**src/rtl/ternary_pkg.sv**
```systemverilog
// Shared ternary encodings, mask levels and scan-sequencer state type.
package ternary_pkg;

  localparam int TRIT_W = 2;

  localparam logic [TRIT_W-1:0] TRIT_ZERO = 2'b00;
  localparam logic [TRIT_W-1:0] TRIT_ONE  = 2'b01;
  localparam logic [TRIT_W-1:0] TRIT_TWO  = 2'b10;
  localparam logic [TRIT_W-1:0] TRIT_BAD  = 2'b11;

  // Per-value mask levels; the MSB is the bit written into a position mask.
  localparam logic [1:0] HOT  = 2'b10;
  localparam logic [1:0] COLD = 2'b00;

  typedef enum logic [1:0] {IDLE, SCAN, DONE} scan_state_e;

endpackage

```
**src/rtl/trit_decode.sv**
```systemverilog
// Combinational single-trit classifier: exactly one of is0/is1/is2/bad is high.
module trit_decode
  import ternary_pkg::*;
(
  input  logic [TRIT_W-1:0] trit,
  output logic              is0,
  output logic              is1,
  output logic              is2,
  output logic              bad
);

  always_comb begin
    is0 = 1'b0;
    is1 = 1'b0;
    is2 = 1'b0;
    bad = 1'b0;
    case (trit)
      TRIT_ZERO: is0 = 1'b1;
      TRIT_ONE:  is1 = 1'b1;
      TRIT_TWO:  is2 = 1'b1;
      TRIT_BAD:  bad = 1'b1;
    endcase
  end

endmodule

```
**src/rtl/trit_scan_ctrl.sv**
```systemverilog
// Captures an N-trit word and walks it one trit per clock through a shared
// decoder, accumulating counts and position masks into a held result record.
module trit_scan_ctrl
  import ternary_pkg::*;
#(
  parameter int N_TRITS = 8,
  parameter int CNT_W   = $clog2(N_TRITS + 1)
) (
  input  logic                       clk,
  input  logic                       rst,
  input  logic                       in_valid,
  output logic                       in_ready,
  input  logic [TRIT_W*N_TRITS-1:0]  in_word,
  input  logic                       flush,
  output logic                       out_valid,
  input  logic                       out_ready,
  output logic [CNT_W-1:0]           cnt0,
  output logic [CNT_W-1:0]           cnt1,
  output logic [CNT_W-1:0]           cnt2,
  output logic [N_TRITS-1:0]         m0,
  output logic [N_TRITS-1:0]         m1,
  output logic [N_TRITS-1:0]         m2,
  output logic [N_TRITS-1:0]         bad_mask,
  output logic                       invalid,
  output logic                       busy
);

  localparam int IDX_W  = $clog2(N_TRITS);
  localparam int WORD_W = TRIT_W * N_TRITS;

  scan_state_e        state_q, state_d;
  logic [WORD_W-1:0]  shift_q, shift_d;
  logic [IDX_W-1:0]   idx_q, idx_d;
  logic [CNT_W-1:0]   cnt0_q, cnt0_d, cnt1_q, cnt1_d, cnt2_q, cnt2_d;
  logic [N_TRITS-1:0] m0_q, m0_d, m1_q, m1_d, m2_q, m2_d, bad_q, bad_d;
  logic               clr;
  logic               dec_is0, dec_is1, dec_is2, dec_bad;

  trit_decode u_dec (
    .trit (shift_q[TRIT_W-1:0]),
    .is0  (dec_is0),
    .is1  (dec_is1),
    .is2  (dec_is2),
    .bad  (dec_bad)
  );

  always_comb begin
    state_d = state_q;
    shift_d = shift_q;
    idx_d   = idx_q;
    cnt0_d  = cnt0_q;
    cnt1_d  = cnt1_q;
    cnt2_d  = cnt2_q;
    m0_d    = m0_q;
    m1_d    = m1_q;
    m2_d    = m2_q;
    bad_d   = bad_q;
    clr     = 1'b0;
    case (state_q)
      IDLE: if (in_valid) begin
        shift_d = in_word;
        idx_d   = '0;
        clr     = 1'b1;
        state_d = SCAN;
      end
      SCAN: begin
        if (dec_is0) cnt0_d = cnt0_q + CNT_W'(1);
        if (dec_is1) cnt1_d = cnt1_q + CNT_W'(1);
        if (dec_is2) cnt2_d = cnt2_q + CNT_W'(1);
        m0_d[idx_q]  = dec_is0 ? HOT[1] : COLD[1];
        m1_d[idx_q]  = dec_is1 ? HOT[1] : COLD[1];
        m2_d[idx_q]  = dec_is2 ? HOT[1] : COLD[1];
        bad_d[idx_q] = dec_bad;
        shift_d      = shift_q >> TRIT_W;
        idx_d        = idx_q + IDX_W'(1);
        if (idx_q == IDX_W'(N_TRITS - 1)) state_d = DONE;
      end
      DONE: if (out_ready) state_d = IDLE;
      default: state_d = IDLE;
    endcase
    // Flush overrides acceptance and handshake alike; an accepted word is dropped.
    if (flush) begin
      state_d = IDLE;
      clr     = 1'b1;
    end
    if (clr) begin
      cnt0_d = '0;
      cnt1_d = '0;
      cnt2_d = '0;
      m0_d   = '0;
      m1_d   = '0;
      m2_d   = '0;
      bad_d  = '0;
    end
  end

  always_ff @(posedge clk or posedge rst) begin
    if (rst) begin
      state_q <= IDLE;
      shift_q <= '0;
      idx_q   <= '0;
      cnt0_q  <= '0;
      cnt1_q  <= '0;
      cnt2_q  <= '0;
      m0_q    <= '0;
      m1_q    <= '0;
      m2_q    <= '0;
      bad_q   <= '0;
    end else begin
      state_q <= state_d;
      shift_q <= shift_d;
      idx_q   <= idx_d;
      cnt0_q  <= cnt0_d;
      cnt1_q  <= cnt1_d;
      cnt2_q  <= cnt2_d;
      m0_q    <= m0_d;
      m1_q    <= m1_d;
      m2_q    <= m2_d;
      bad_q   <= bad_d;
    end
  end

  assign in_ready  = (state_q == IDLE);
  assign busy      = (state_q == SCAN);
  assign out_valid = (state_q == DONE);
  assign cnt0      = cnt0_q;
  assign cnt1      = cnt1_q;
  assign cnt2      = cnt2_q;
  assign m0        = m0_q;
  assign m1        = m1_q;
  assign m2        = m2_q;
  assign bad_mask  = bad_q;
  assign invalid   = |bad_q;

endmodule

```
**config.mk**
```make
export PLATFORM = sky130hd
export DESIGN_NAME = trit_scan_ctrl
export DESIGN_NICKNAME = d
export VERILOG_FILES = /design/src/rtl/ternary_pkg.sv /design/src/rtl/trit_decode.sv /design/src/rtl/trit_scan_ctrl.sv
export SDC_FILE = /design/constraint.sdc
export NUM_CORES = 1
export LEC_CHECK = 0
export CORE_UTILIZATION = 41
export DETAILED_ROUTE_END_ITERATION = 16
export PLACE_DENSITY = 0.73
export SYNTH_ARGS = -nofsm -noshare
export SYNTH_HDL_FRONTEND = slang
export SYNTH_SLANG_ARGS = --single-unit
```
**constraint.sdc**
```tcl
create_clock -name clk -period 2.1 [get_ports clk]
set_clock_uncertainty 0.15 [all_clocks]
set_input_delay 0.21 -clock clk [delete_from_list [all_inputs] [get_ports clk]]
set_output_delay 0.21 -clock clk [all_outputs]
set_load 0.02 [all_outputs]
```
After elaboration in Yosys (flattened, before gate mapping)
Index checks and enable logic that the tools add are counted.
{"block": "totals", "ff_bits": 65, "input_bits": 21, "out_inout_bits": 48, "elab_cells": 82}
{"block": "classes", "n_addsub": 4, "magnitude_cmp": 2, "n_eq_ne": 10, "n_mux": 42, "n_reduce_logical": 14}
{"op": "8-bit two-way mux", "n": 8}
{"op": "4-bit two-way mux", "n": 9}
{"op": "8-bit bitwise mux", "n": 4}
{"op": "16-bit one-hot mux with 2 select lines", "n": 1}
{"op": "16-bit two-way mux", "n": 1}
{"op": "4-bit by 1-bit adder with 4-bit output (second input constant)", "n": 3}
{"op": "1-bit two-way mux", "n": 11}
{"op": "2-bit nonzero test", "n": 5}
{"op": "3-bit by 2-bit inequality test with 1-bit output (second input constant)", "n": 3}
{"op": "2-bit two-way mux", "n": 4}
{"op": "2-bit AND reduction", "n": 4}
{"op": "8-bit OR reduction", "n": 1}
{"op": "2-bit equality test (second input constant)", "n": 3}
{"op": "2-bit one-hot mux with 3 select lines", "n": 1}
{"op": "3-bit one-hot mux with 2 select lines", "n": 1}
{"op": "2-bit by 1-bit equality test with 1-bit output (second input constant)", "n": 2}
{"op": "2-bit logical NOT", "n": 2}
{"op": "3-bit by 4-bit less-than comparator with 1-bit output (second input constant)", "n": 1}
{"op": "3-bit by 1-bit adder with 3-bit output (second input constant)", "n": 1}
{"op": "1-bit demux with 3-bit select", "n": 1}
{"op": "3-bit equality test (second input constant)", "n": 1}
{"op": "3-bit by 1-bit greater-or-equal comparator with 1-bit output (second input constant)", "n": 1}
{"op": "3-bit two-way mux", "n": 1}
{"op": "3-bit AND reduction", "n": 1}
{"op": "2 further kinds", "n": 2}

Longest topological paths before layout
{"block": "depth", "word_depth": 7, "ltp_mapped": 7, "mapped_depth_nobuf": 4}

Cells and area by module
From an unflattened synthesis, not the netlist that was laid out.
{"block": "unflattened", "hier_cells": 285, "hier_area_um2": 3169.3}
{"mod": "trit_scan_ctrl", "n_inst": 1, "cells_per_inst": 281, "area_per_inst_um2": 3143.0, "seq_area_each_um2": 1626.6}
{"mod": "trit_decode", "n_inst": 1, "cells_per_inst": 4, "area_per_inst_um2": 26.3, "seq_area_each_um2": 0.0}

Worst setup path before layout
No wires, ideal clock.
{"block": "synth_path", "kind": "reg-to-reg", "start": "register state_q[1]", "end": "register cnt0_q[3] (netlist: cnt0[3])", "t_arrival_ps": 1542, "required_time_ps": 1873, "path_slack_ps": 331, "path_stages_with_launch": 5, "n_path_buf": 1, "cell_sequence": "dfrtp_1 buf_2 or4b_4 or3_1 a21oi_1"}
{"block": "synth_between", "elab_chain_cells": 5, "elab_cells_between_ends": 8}
{"element": "start, declared", "line_no": "trit_scan_ctrl.sv:31", "rtl": "scan_state_e state_q, state_d;"}
{"element": "start signal, assigned", "line_no": "trit_scan_ctrl.sv:110", "rtl": "state_q <= state_d;"}
{"element": "2-bit logical NOT", "line_no": "trit_scan_ctrl.sv:59", "rtl": "case (state_q)"}
{"element": "1-bit two-way mux", "line_no": "trit_scan_ctrl.sv:59"}
{"element": "1-bit two-way mux", "line_no": "trit_scan_ctrl.sv:82", "rtl": "if (flush) begin"}
{"element": "2-bit nonzero test (no source line)"}
{"element": "2-bit AND reduction (no source line)"}
{"element": "end signal, assigned", "line_no": "trit_scan_ctrl.sv:113", "rtl": "cnt0_q <= cnt0_d;"}
{"element": "end, declared", "line_no": "trit_scan_ctrl.sv:34", "rtl": "logic [CNT_W-1:0] cnt0_q, cnt0_d, cnt1_q, cnt1_d, cnt2_q, cnt2_d;"}
Several ways; a longest one is shown, not always the timed one.
A chain may end at the register's enable or synchronous reset.

Worst setup path after layout
{"block": "layout_path", "start": "register state_q[0]", "end": "output busy"}
{"block": "layout_between", "elab_chain_cells": 1}
{"element": "2-bit by 1-bit equality test with 1-bit output", "line_no": "trit_scan_ctrl.sv:124", "rtl": "assign busy = (state_q == SCAN);"}
{"element": "end, declared", "line_no": "trit_scan_ctrl.sv:25", "rtl": "output logic busy"}
Every way passes these cells.

==> impl_metrics.py <==
metrics = {
    "worst_setup_path": {
        "crit_chain": "nand2b_1 -> inv_1 -> dlygate4sd2_1",
        "endpoint_kind": "output pin",
        "slowest_stage": "dfrtp_1",
        "worstPathArrival_ns": 1.56,
        "cp-start-kind": "flop",
        "crit_type": "flop to output pin",
        "max_stage_delay_ns": 0.54,
        "crit_path_max_fanout": 12,
        "critPathBufInv": 2,
        "path_delay_family": "buffers and inverters",
        "cp.required_ns": 1.74,
    },
    "global_route": {
        "antenna_found_initial": 0,
        "grt_pass1_vias": 2400,
        "grt.total_usage_pct": 19.52,
        "grt_pass1_wl_um": 11700,
        "overflow": 0,
        "grt_max_degree": 66,
    },
    "cells_and_area": {
        "final_layout_size_suffix_gt1_share_pct": 9.259,
        "design_area_mm2": 0.004131,
        "final_net_count": 399,
        "fillers": 681,
        "areaGrowthSynthToFinish_pct": 32.93,
        "diodes": 0,
    },
    "sta": {
        "final_max_slew_viol_count": 0,
        "hold_violations": 0,
        "finalCritPeriodShare_pct": 91.37,
        "setup_viol": 0,
        "tightest_slew_ns": 0.5096,
        "relSlewSlack_pct": 65.95,
        "max_freq_mhz": 521.2,
        "setup_tns_ns": 0,
        "rsz0062_at_grt": "no",
        "post-route-min-period_ns": 1.919,
        "hold_ws_ns": 0.1097,
    },
    "route": {
        "vias": 2508,
        "wire_per_inst_um": 15.14,
        "first_pass_iters": 4,
        "finalWirelength_um": 7221,
        "ant_nets": 0,
        "drt-vias-per-instance": 5.258,
        "remaining_drc_errors": 0,
        "drt_iter0_markers": 139,
    },
    "die": {
        "start_util_pct": 42.62,
        "die_w_um": 89.07,
        "die_y_um": 89.07,
        "die_area_mm2": 0.007933,
        "placement_rows": 31,
        "pin_count": 69,
        "coreArea_mm2": 0.007292,
    },
    "yosys": {
        "ys_warn_count": 0,
        "ys_seq_elements": 65,
        "syn_nets": 330,
        "seq_area_frac_synth_pct": 52.33,
        "avgSynthCellArea_um2": 10.22,
        "synth_area_leaders": "dfrtp_1, mux2i_1, nand3b_1, nand3_1, nand2_1",
        "synth_cell_types": 31,
        "syn_inst": 304,
        "synth_top_area_share_pct": 52.33,
        "synth.largest_area_cell": "dfrtp_1",
        "synth_area_mm2": 0.003108,
    },
    "power_and_ir_drop": {
        "power_per_cell_area_mw_per_mm2": 693.2,
        "power.leakage_nw": 1.987,
        "ir_drop_uv": 320.7,
    },
    "placement": {
        "gp_congestion": 0.7547,
        "port_buffers": 68,
        "dp_hpwl_um": 4897,
        "placed_cell_area_mm2": 0.003930,
    },
    "clock_tree": {
        "path_clk_slew_ns": 0.07,
        "clk_latency_ns": 0.34,
        "htreeDepth": 3,
        "clockBufferDepth": 2,
        "numClockSinks": 65,
        "cts_inserted_buffers": 9,
        "cts_tree": "built",
        "cts_setup_buffers": 0,
        "root_buffer": "clkbuf_8",
    },
    "min_path": {
        "hp-class": "primary input to asynchronous set/reset pin",
    },
    "run_status": {
        "outcome": "finished, final reports clean",
    },
    "run": {
        "maxCapViolations": 0,
    },
}
==> cells by family (layout without fill, tap and decap cells) <==
family,Yosys count,in the layout,synth area share [%]
flip-flops,65,65,52.33
AO/OA/AOI/OAI,18,18,3.060
XOR/XNOR,3,3,0.8456
multiplexers,32,32,10.31
AND/OR/NAND/NOR,152,152,27.74
buffers and inverters,29,103,3.703
adder cells (fa/ha/maj),5,5,2.013
==> routing by layer <==
metal / global-route usage [%] / part of all wire, % / vias to the layer above / wire [um]
met5: 0 / 0 / - / 0
met4: 8.225 / 1.6 / 0 / 115
met3: 2.678 / 4.2 / 11 / 304
met2: 32.24 / 50 / 58 / 3590
met1: 26.00 / 44 / 1245 / 3210
li1: - / - / 1194 / -
==> state kept, by name (all words and copies together), names as in the netlist <==
register	flops
cnt0	4
state_q	2
m1	8
m0	8
idx_q	3
cnt1	4
shift_q	16
cnt2	4
bad_mask	8
m2	8
==> tightest hold or removal path: stages <==
cell,delay [ns]
clkdlybuf4s50_1,0.41
inv_2,0.07
buf_12,0.30
==> metrics by stage <==
stage | utilization (%) | worst slack (ns) | total power, mW | instances
floorplan | - | 0.1135 | 1.691 | 304
global placement | 53.90 | 0.1629 | 1.846 | 461
detailed placement | 53.90 | 0.1407 | 1.860 | 461
CTS | 56.55 | 0.006846 | 2.887 | 477
global route | 56.66 | 0.07059 | 2.992 | 477
finish | 56.66 | 0.1813 | 2.864 | 477
==> report_power, final <==
part	switching (mW)	internal, mW	total [mW]
clock	0.447	0.578	1.03
combinational	0.235	0.189	0.423
sequential	0.0836	1.33	1.41
total	0.766	2.10	2.86
==> cell type report <==
class	count	area [um2]	share of cell area, %
clock inverters	3	40.04	0.9691
flip-flops and latches	65	1627	39.37
repair buffers	81	797.0	19.29
well taps	99	123.9	2.998
clock buffers	13	148.9	3.604
multi-input cells	210	1373	33.22
inverters	6	22.52	0.5451
==> cell usage after synthesis, drive strengths merged <==
master,instances
dfrtp,65
nand2,46
nand3,40
mux2i,32
nand3b,32
clkbuf,14
a21oi,9
buf,9
nor2,7
o21ai,7
inv,6
or3,6
ha,5
nor2b,3
or4b,3
xnor2,3
and4bb,2
nand2b,2
nand4bb,2
nor3b,2
nor4,2
a22oi,1
nand4,1
nand4b,1
nor4b,1
o21a,1
or3b,1
or4,1
==> worst paths after layout <==
path	depth (start not counted)	to	start	slack (ns)
worst max register to register	3	bad_mask[6]	state_q[0]	0.23
worst min-delay path	3	m0[4]	rst	0.11
worst max-delay path	3	busy	state_q[0]	0.18
max in group asynchronous	3	m2[5]	rst	1.41
min in group clk	3	shift_q[15]	in_word[15]	0.25
worst min register to register	2	shift_q[13]	shift_q[15]	0.33
==> layout by cell type, fill, tap and decap left out, types with 3 or more instances in the layout <==
cell,count
ha_1,5
mux2i_1,32
nand2_1,46
clkbuf_8,10
dfrtp_1,65
xnor2_1,3
nand3_1,40
clkdlybuf4s50_1,64
nand3b_1,32
o21ai_0,7
dlymetal6s2s_1,3
clkbuf_1,3
inv_1,5
nor2_1,7
or3_1,6
buf_4,12
nor2b_1,3
a21oi_1,9
==> timing repair <==
| item | in CTS | in global routing |
|---|---|---|
| endpoints found under the setup margin | 2 | 3 |
| hold buffers | 0 | 0 |
| resized for setup | 2 | 3 |
Note: power is estimated with default switching activity, not from simulation.
